`config.mk`:
```
export PLATFORM = sky130hd
export DESIGN_NAME = banked_data_array_flat
export DESIGN_NICKNAME = d
export VERILOG_FILES = /design/src/rtl/banked_data_array_if.sv /design/src/rtl/banked_data_array.sv /design/src/flat_wrapper.sv
export SDC_FILE = /design/constraint.sdc
export NUM_CORES = 2
export LEC_CHECK = 0
export BUFFER_PORTS_ARGS = -buffer_cell sky130_fd_sc_hd__buf_2
export CORE_MARGIN = 2
export CORE_UTILIZATION = 45
export DETAILED_ROUTE_END_ITERATION = 6
export GPL_TIMING_DRIVEN = 0
export SYNTH_ARGS = -nofsm -noshare
export SYNTH_HDL_FRONTEND = slang
export SYNTH_SLANG_ARGS = --single-unit
```
`constraint.sdc`:
```
create_clock -name clk -period 27.5 [get_ports clk]
set_input_delay 5.5 -clock clk [delete_from_list [all_inputs] [get_ports clk]]
set_output_delay 5.5 -clock clk [all_outputs]
set_load 0.005 [all_outputs]
```
`src/rtl/banked_data_array_if.sv`:
```
// Request/response bundle for banked_data_array: read and write request fields, read response, init status.
// Latency: none (wires only); no backpressure: requests arriving before init_done are dropped by the array.
interface banked_data_array_if #(
    parameter int NUM_WAYS   = 2,
    parameter int NUM_SETS   = 8,
    parameter int LINE_BYTES = 32
);
    localparam int WAY_W  = (NUM_WAYS > 1) ? $clog2(NUM_WAYS) : 1;
    localparam int IDX_W  = $clog2(NUM_SETS);
    localparam int LINE_W = 8 * LINE_BYTES;

    logic                  init_done;
    logic                  rd_en;
    logic [WAY_W-1:0]      rway;
    logic [IDX_W-1:0]      rindex;
    logic [LINE_BYTES-1:0] write_en;
    logic [WAY_W-1:0]      wway;
    logic [IDX_W-1:0]      windex;
    logic [LINE_W-1:0]     datain;
    logic                  rvalid;
    logic [LINE_W-1:0]     dataout;
    logic                  parity_err;

    modport master (
        output rd_en, rway, rindex, write_en, wway, windex, datain,
        input  init_done, rvalid, dataout, parity_err
    );

    modport slave (
        input  rd_en, rway, rindex, write_en, wway, windex, datain,
        output init_done, rvalid, dataout, parity_err
    );
endinterface

```
`src/rtl/banked_data_array.sv`:
```
// Multi-way cache data array, byte write enables, clear-after-reset sequencer, optional byte parity (DATA_ARRAY_PARITY_EN).
// Latency: read data and rvalid 1 cycle after rd_en, fully pipelined; init_done after NUM_SETS clear cycles.
// Backpressure: none; requests issued before init_done are ignored, reads never stall behind writes.
module banked_data_array #(
    parameter int NUM_WAYS   = 2,
    parameter int NUM_SETS   = 8,
    parameter int LINE_BYTES = 32
) (
    input  logic                clk,
    input  logic                rst,
    banked_data_array_if.slave  bus
);
    localparam int WAY_W  = (NUM_WAYS > 1) ? $clog2(NUM_WAYS) : 1;
    localparam int IDX_W  = $clog2(NUM_SETS);
    localparam int LINE_W = 8 * LINE_BYTES;

    typedef enum logic {ST_CLEAR, ST_READY} state_t;

    state_t              state_q, state_d;
    logic [IDX_W-1:0]    ptr_q, ptr_d;
    logic                init_done_q, init_done_d;
    logic                rvalid_q, rvalid_d;
    logic [LINE_W-1:0]   dataout_q, dataout_d;

    logic [LINE_W-1:0]     mem_q [NUM_WAYS][NUM_SETS];
    logic [LINE_BYTES-1:0] byte_we [NUM_WAYS];
    logic [IDX_W-1:0]      wr_set;
    logic [LINE_W-1:0]     wr_dat;
    logic                  wr_way_ok, rd_way_ok, rd_fire, fwd_hit;
    logic [LINE_W-1:0]     rd_line;

    always_comb begin
        wr_way_ok = int'(bus.wway) < NUM_WAYS;
        rd_way_ok = int'(bus.rway) < NUM_WAYS;
        rd_fire   = (state_q == ST_READY) && bus.rd_en;
        fwd_hit   = rd_fire && wr_way_ok && (|bus.write_en)
                    && (bus.rway == bus.wway) && (bus.rindex == bus.windex);

        state_d = state_q;
        ptr_d   = ptr_q;
        if (state_q == ST_CLEAR) begin
            ptr_d = ptr_q + 1'b1;
            if (ptr_q == IDX_W'(NUM_SETS - 1))
                state_d = ST_READY;
        end
        init_done_d = (state_d == ST_READY);

        // Clear owns the write port; it zeroes one set in every way per cycle
        wr_set = (state_q == ST_CLEAR) ? ptr_q : bus.windex;
        wr_dat = (state_q == ST_CLEAR) ? '0 : bus.datain;
        for (int w = 0; w < NUM_WAYS; w++) begin
            byte_we[w] = '0;
            if (state_q == ST_CLEAR)
                byte_we[w] = '1;
            else if (wr_way_ok && (bus.wway == WAY_W'(w)))
                byte_we[w] = bus.write_en;
        end

        rd_line = '0;
        if (rd_way_ok) begin
            for (int b = 0; b < LINE_BYTES; b++) begin
                if (fwd_hit && bus.write_en[b])
                    rd_line[b*8 +: 8] = bus.datain[b*8 +: 8];
                else
                    rd_line[b*8 +: 8] = mem_q[bus.rway][bus.rindex][b*8 +: 8];
            end
        end

        rvalid_d  = rd_fire;
        dataout_d = rd_fire ? rd_line : dataout_q;
    end

    always_ff @(posedge clk or posedge rst) begin
        if (rst) begin
            state_q     <= ST_CLEAR;
            ptr_q       <= '0;
            init_done_q <= 1'b0;
            rvalid_q    <= 1'b0;
            dataout_q   <= '0;
        end else begin
            state_q     <= state_d;
            ptr_q       <= ptr_d;
            init_done_q <= init_done_d;
            rvalid_q    <= rvalid_d;
            dataout_q   <= dataout_d;
        end
    end

    always_ff @(posedge clk) begin
        for (int w = 0; w < NUM_WAYS; w++)
            for (int b = 0; b < LINE_BYTES; b++)
                if (byte_we[w][b])
                    mem_q[w][wr_set][b*8 +: 8] <= wr_dat[b*8 +: 8];
    end

`ifdef DATA_ARRAY_PARITY_EN
    logic [LINE_BYTES-1:0] par_q [NUM_WAYS][NUM_SETS];
    logic [LINE_BYTES-1:0] wr_par;
    logic                  rd_par_bad;
    logic                  parity_err_q, parity_err_d;

    always_comb begin
        for (int b = 0; b < LINE_BYTES; b++)
            wr_par[b] = ^wr_dat[b*8 +: 8];
        // Forwarded bytes bypass storage, so only stored bytes can mismatch
        rd_par_bad = 1'b0;
        if (rd_way_ok) begin
            for (int b = 0; b < LINE_BYTES; b++)
                if (!(fwd_hit && bus.write_en[b]))
                    rd_par_bad = rd_par_bad
                        | (par_q[bus.rway][bus.rindex][b] ^ (^mem_q[bus.rway][bus.rindex][b*8 +: 8]));
        end
        parity_err_d = rd_fire && rd_par_bad;
    end

    always_ff @(posedge clk) begin
        for (int w = 0; w < NUM_WAYS; w++)
            for (int b = 0; b < LINE_BYTES; b++)
                if (byte_we[w][b])
                    par_q[w][wr_set][b] <= wr_par[b];
    end

    always_ff @(posedge clk or posedge rst) begin
        if (rst)
            parity_err_q <= 1'b0;
        else
            parity_err_q <= parity_err_d;
    end

    assign bus.parity_err = parity_err_q;
`else
    assign bus.parity_err = 1'b0;
`endif

    assign bus.init_done = init_done_q;
    assign bus.rvalid    = rvalid_q;
    assign bus.dataout   = dataout_q;
endmodule

```
`src/flat_wrapper.sv`:
```
// flat-port wrapper written by rule: the top's interface ports become plain ports
module banked_data_array_flat 
#(
    parameter int NUM_WAYS   = 2,
    parameter int NUM_SETS   = 8,
    parameter int LINE_BYTES = 32
)
  (clk, rst, bus_rd_en, bus_rway, bus_rindex, bus_write_en, bus_wway, bus_windex, bus_datain, bus_init_done, bus_rvalid, bus_dataout, bus_parity_err);
  banked_data_array_if #(.NUM_WAYS(NUM_WAYS), .NUM_SETS(NUM_SETS), .LINE_BYTES(LINE_BYTES)) bus_i ();
  input  logic clk;
  input  logic rst;
  input wire logic [$bits(bus_i.rd_en)-1:0] bus_rd_en;
  input wire logic [$bits(bus_i.rway)-1:0] bus_rway;
  input wire logic [$bits(bus_i.rindex)-1:0] bus_rindex;
  input wire logic [$bits(bus_i.write_en)-1:0] bus_write_en;
  input wire logic [$bits(bus_i.wway)-1:0] bus_wway;
  input wire logic [$bits(bus_i.windex)-1:0] bus_windex;
  input wire logic [$bits(bus_i.datain)-1:0] bus_datain;
  output wire logic [$bits(bus_i.init_done)-1:0] bus_init_done;
  output wire logic [$bits(bus_i.rvalid)-1:0] bus_rvalid;
  output wire logic [$bits(bus_i.dataout)-1:0] bus_dataout;
  output wire logic [$bits(bus_i.parity_err)-1:0] bus_parity_err;
  assign bus_i.rd_en = bus_rd_en;
  assign bus_i.rway = bus_rway;
  assign bus_i.rindex = bus_rindex;
  assign bus_i.write_en = bus_write_en;
  assign bus_i.wway = bus_wway;
  assign bus_i.windex = bus_windex;
  assign bus_i.datain = bus_datain;
  assign bus_init_done = bus_i.init_done;
  assign bus_rvalid = bus_i.rvalid;
  assign bus_dataout = bus_i.dataout;
  assign bus_parity_err = bus_i.parity_err;
  banked_data_array #(.NUM_WAYS(NUM_WAYS), .NUM_SETS(NUM_SETS), .LINE_BYTES(LINE_BYTES)) u_core (.clk(clk), .rst(rst), .bus(bus_i));
endmodule
```
==> metrics.csv <==
stage,metric,value,unit
floorplan,Die H,618,µm
sta,setup TNS,0,ps
critical_path,crit-path max FO,10,
detailed_routing,via count,89700,
critical_path,crit path kind,in -> reg,
sta,Slew headroom,2.27,%
placement,port bufs,521,
yosys,yosys warns,0,
yosys,Post-Syn Area,169000,µm²
yosys,simple-gate share of the synthesized area,2.71,%
clock_tree,total clock sinks,4357,
global_routing,largest net degree at the start of global routing,86,
yosys,xor-xnor portion of the synthesized cell area,0.0259,%
global_routing,vias in the first global route,90500,
critical_path,Worst R2R Setup Slack,23350,ps
detailed_routing,Routed Antenna Nets,0,
global_routing,Global Route Usage Sum,25.0,%
yosys,Synth Area in Compound Gates,5.60,%
sta,"Slew Viols, Final",0,
sta,minimum clock period after layout,8700,ps
yosys,adder-cell share of the synthesized area,0.0148,%
clock_tree,Post-CTS Setup Bufs,0,
critical_path,reg2reg path depth,7,
floorplan,Starting Density,45.1,%
critical_path,nature of the critical path startpoint,primary input,
clock_tree,Clock transition at path regs,60,ps
clock_tree,CTS tree,built,
yosys,synth unique cells,30,
sta,final hold vios,0,
min_path,HP Class,reg -> reg,
placement,# placed instances,13900,
critical_path,R2R Path Start,u_core.state_q,
power_and_ir_drop,sw power,0.00325,W
power_and_ir_drop,Pwr Density,74.5,nW/µm²
sta,worst-margin pin slew,1470,ps
yosys,Synth Area per Inst,20.2,µm²
critical_path,Worst Path Arrival,9510,ps
sta,Setup Skew,57.5,ps
yosys,Synth Register Bits,4357,
critical_path,CP dominant cell by count,clkbuf_1,
critical_path,CP peak stage delay,870,ps
sta,unrepaired setup endpoints after global routing,false,
sta,Peak Freq,0.115,GHz
clock_tree,H-tree depth,5,
layout,Fill cells,29700,
floorplan,core area,375000,µm²
layout,# nets final,9687,
detailed_routing,Detailed Route WL,483,mm
sta,setup violators final,0,
power_and_ir_drop,Seq pwr share,51.2,%
critical_path,Worst Path Buf+Inv,3,
power_and_ir_drop,switching share of power,22.5,%
yosys,Mapped Nets,8701,
yosys,combinational family with the most area after synthesis,multiplexers,
placement,post-DP HPWL,326,mm
yosys,number of synthesized flops with an enable pin,4096,
placement,global placement routability congestion,0.848,
run_status,status,completed,
layout,layout cell share with drive strength beyond 1,25.4,%
layout,non-filler cells in the finished layout,14800,
detailed_routing,initial DRC count,11000,
detailed_routing,vias per cell,6.06,
critical_path,end of the critical path,u_core.bus.dataout[68],
yosys,"Seq/Total Area, Yosys",76.5,%
layout,area delta synth->final,14.4,%
floorplan,full die area,381000,µm²
critical_path,R2R Path End,u_core.mem_q[1][1121],
clock_tree,total CTS buffers,444,
floorplan,die width,618,µm
yosys,multiplexer share of the synthesized area,13.6,%
critical_path,family with the most delay on the worst path,buffers and inverters,
yosys,Syn Inst Count,8400,
clock_tree,Clock Latency Late Sink,1020,ps
detailed_routing,First-pass DRT Iterations,6,
sta,period utilization,31.7,%
clock_tree,# hold bufs at CTS,0,
clock_tree,post_cts resized,0,
clock_tree,clk buf depth,4,
clock_tree,Root Buffer,clkbuf_16,
floorplan,FP Rows,225,
power_and_ir_drop,Pint,0.0112,W
detailed_routing,Residual DRC,0,
global_routing,grt total ovfl,0,
sta,worst hold margin,521,ps
critical_path,WP depth,7,
power_and_ir_drop,leakage,62.6,nW
power_and_ir_drop,peak supply drop,0.0561,mV
layout,"commonest non-fill, non-tap cell in the layout",edfxtp_1,
detailed_routing,routed len/inst,32.6,µm
critical_path,Worst Setup SP,bus_wway,
global_routing,initial antenna violation count,92,
critical_path,slowest CP cell,nor4_4,
global_routing,first-pass GRT wire length,674,mm
yosys,"Async S/R FF share, synth",5.99,%
floorplan,num ports,558,
critical_path,worst path required time,28310,ps
critical_path,CP endpoint kind,flip-flop,
run,max-cap viol count,0,
power_and_ir_drop,Comb pwr share,6.4,%
critical_path,worst-path cell chain,clkbuf_1 > xor2_1 > nor4_4 > buf_2 > clkbuf_1 > a22o_1 > a21oi_1,
power_and_ir_drop,clock network power share,42.4,%
yosys,dominant synthesized flop cell,edfxtp_1,
layout,"commonest cells after routing, fill and taps aside","4,096 x edfxtp_1, 1,024 x mux4_2, 769 x nor2_1",
flip-flops by register name, indices dropped and copies added, names as in the netlist:
name,cells
u_core.state_q,1
u_core.bus.dataout,256
u_core.bus.rvalid,1
u_core.ptr_q,3
u_core.mem_q,4096
power by group through the flow:
stage / Sequential [W] / Clock [W] / Combinational, W
4_1_cts: 0.00739 / 0.00619 / 0.000920
5_1_grt: 0.00740 / 0.00645 / 0.000971
3_3_place_gp: 0.00753 / 0 / 0.000893
2_1_floorplan: 0.00752 / 0 / 0.000495
6_report: 0.00739 / 0.00612 / 0.000917
3_5_place_dp: 0.00753 / 0 / 0.000917
synth_stat cells (all sizes together) (2+ instances only):
| cell | instances | area, µm² |
|---|---|---|
| o22ai | 2 | 12.5 |
| nand2b | 2 | 12.5 |
| mux4 | 1024 | 23100 |
| buf | 194 | 1040 |
| edfxtp | 4096 | 123000 |
| a21boi | 64 | 480 |
| mux2 | 3 | 33.8 |
| nand2 | 10 | 37.5 |
| inv | 4 | 15.0 |
| and2 | 257 | 1610 |
| a22o | 256 | 2240 |
| a31oi | 256 | 1600 |
| o32ai | 2 | 17.5 |
| xor2 | 4 | 35.0 |
| nor2 | 769 | 2890 |
| nor2b | 2 | 12.5 |
| clkbuf | 418 | 1570 |
| a21oi | 256 | 1280 |
| ha | 2 | 25.0 |
| a22oi | 512 | 3840 |
| dfrtp | 261 | 6530 |
per-layer routing:
metal  GRT usage (%)  share of wire [%]
met5               0              0.032
met4            10.8                4.5
met3            5.02                8.5
met2            39.9                 48
met1            33.5                 39
cells by family after synthesis:
logic type	Yosys count
xor+xnor	5
mux	1028
flops	4357
fa+ha+maj	2
other cells	1
simple gates	1042
buf+inv	617
compound gates	1348
metrics by stage:
step	worst slack (ps)	instance area (µm²)	total power (W)	utilization, %
after global routing	18910	194000	0.0148	51.6
final	18800	194000	0.0144	51.6
after detailed placement	17890	179000	0.00845	47.6
after floorplan	14820	169000	0.00801	-
after global placement	9330	178000	0.00842	47.5
after CTS	18910	194000	0.0145	51.6
worst min-delay path, stage by stage (launching register included):
cell and delay, ps:
dfrtp_1 340, nor2_1 50, a21oi_1 100
how the worst min path moves through the flow:
stage | depth (start not counted) | slack, ps | start | to
finish | 2 | 520 | u_core.bus.dataout[28] | u_core.bus.dataout[28]
CTS | 2 | 530 | u_core.bus.dataout[28] | u_core.bus.dataout[28]
global route | 2 | 550 | u_core.bus.dataout[28] | u_core.bus.dataout[28]
detailed placement | 2 | 510 | u_core.bus.dataout[196] | u_core.bus.dataout[196]
global placement | 2 | 500 | u_core.bus.dataout[43] | u_core.bus.dataout[43]
floorplan | 1 | 510 | u_core.ptr_q[0] | u_core.ptr_q[0]
area by class of cell:
cell class	instances	area [µm²]	share of cell area [%]
antenna	43	108	0.0555
buffer	612	2710	1.40
clock buffer	588	12100	6.24
clock inverter	243	2790	1.44
inverter	5	26.3	0.0136
multi-input combinational	3426	37200	19.2
sequential	4357	130000	66.8
tap	4994	6250	3.22
timing repair buffer	540	3030	1.57
Note: power is estimated with default switching activity, not from simulation.
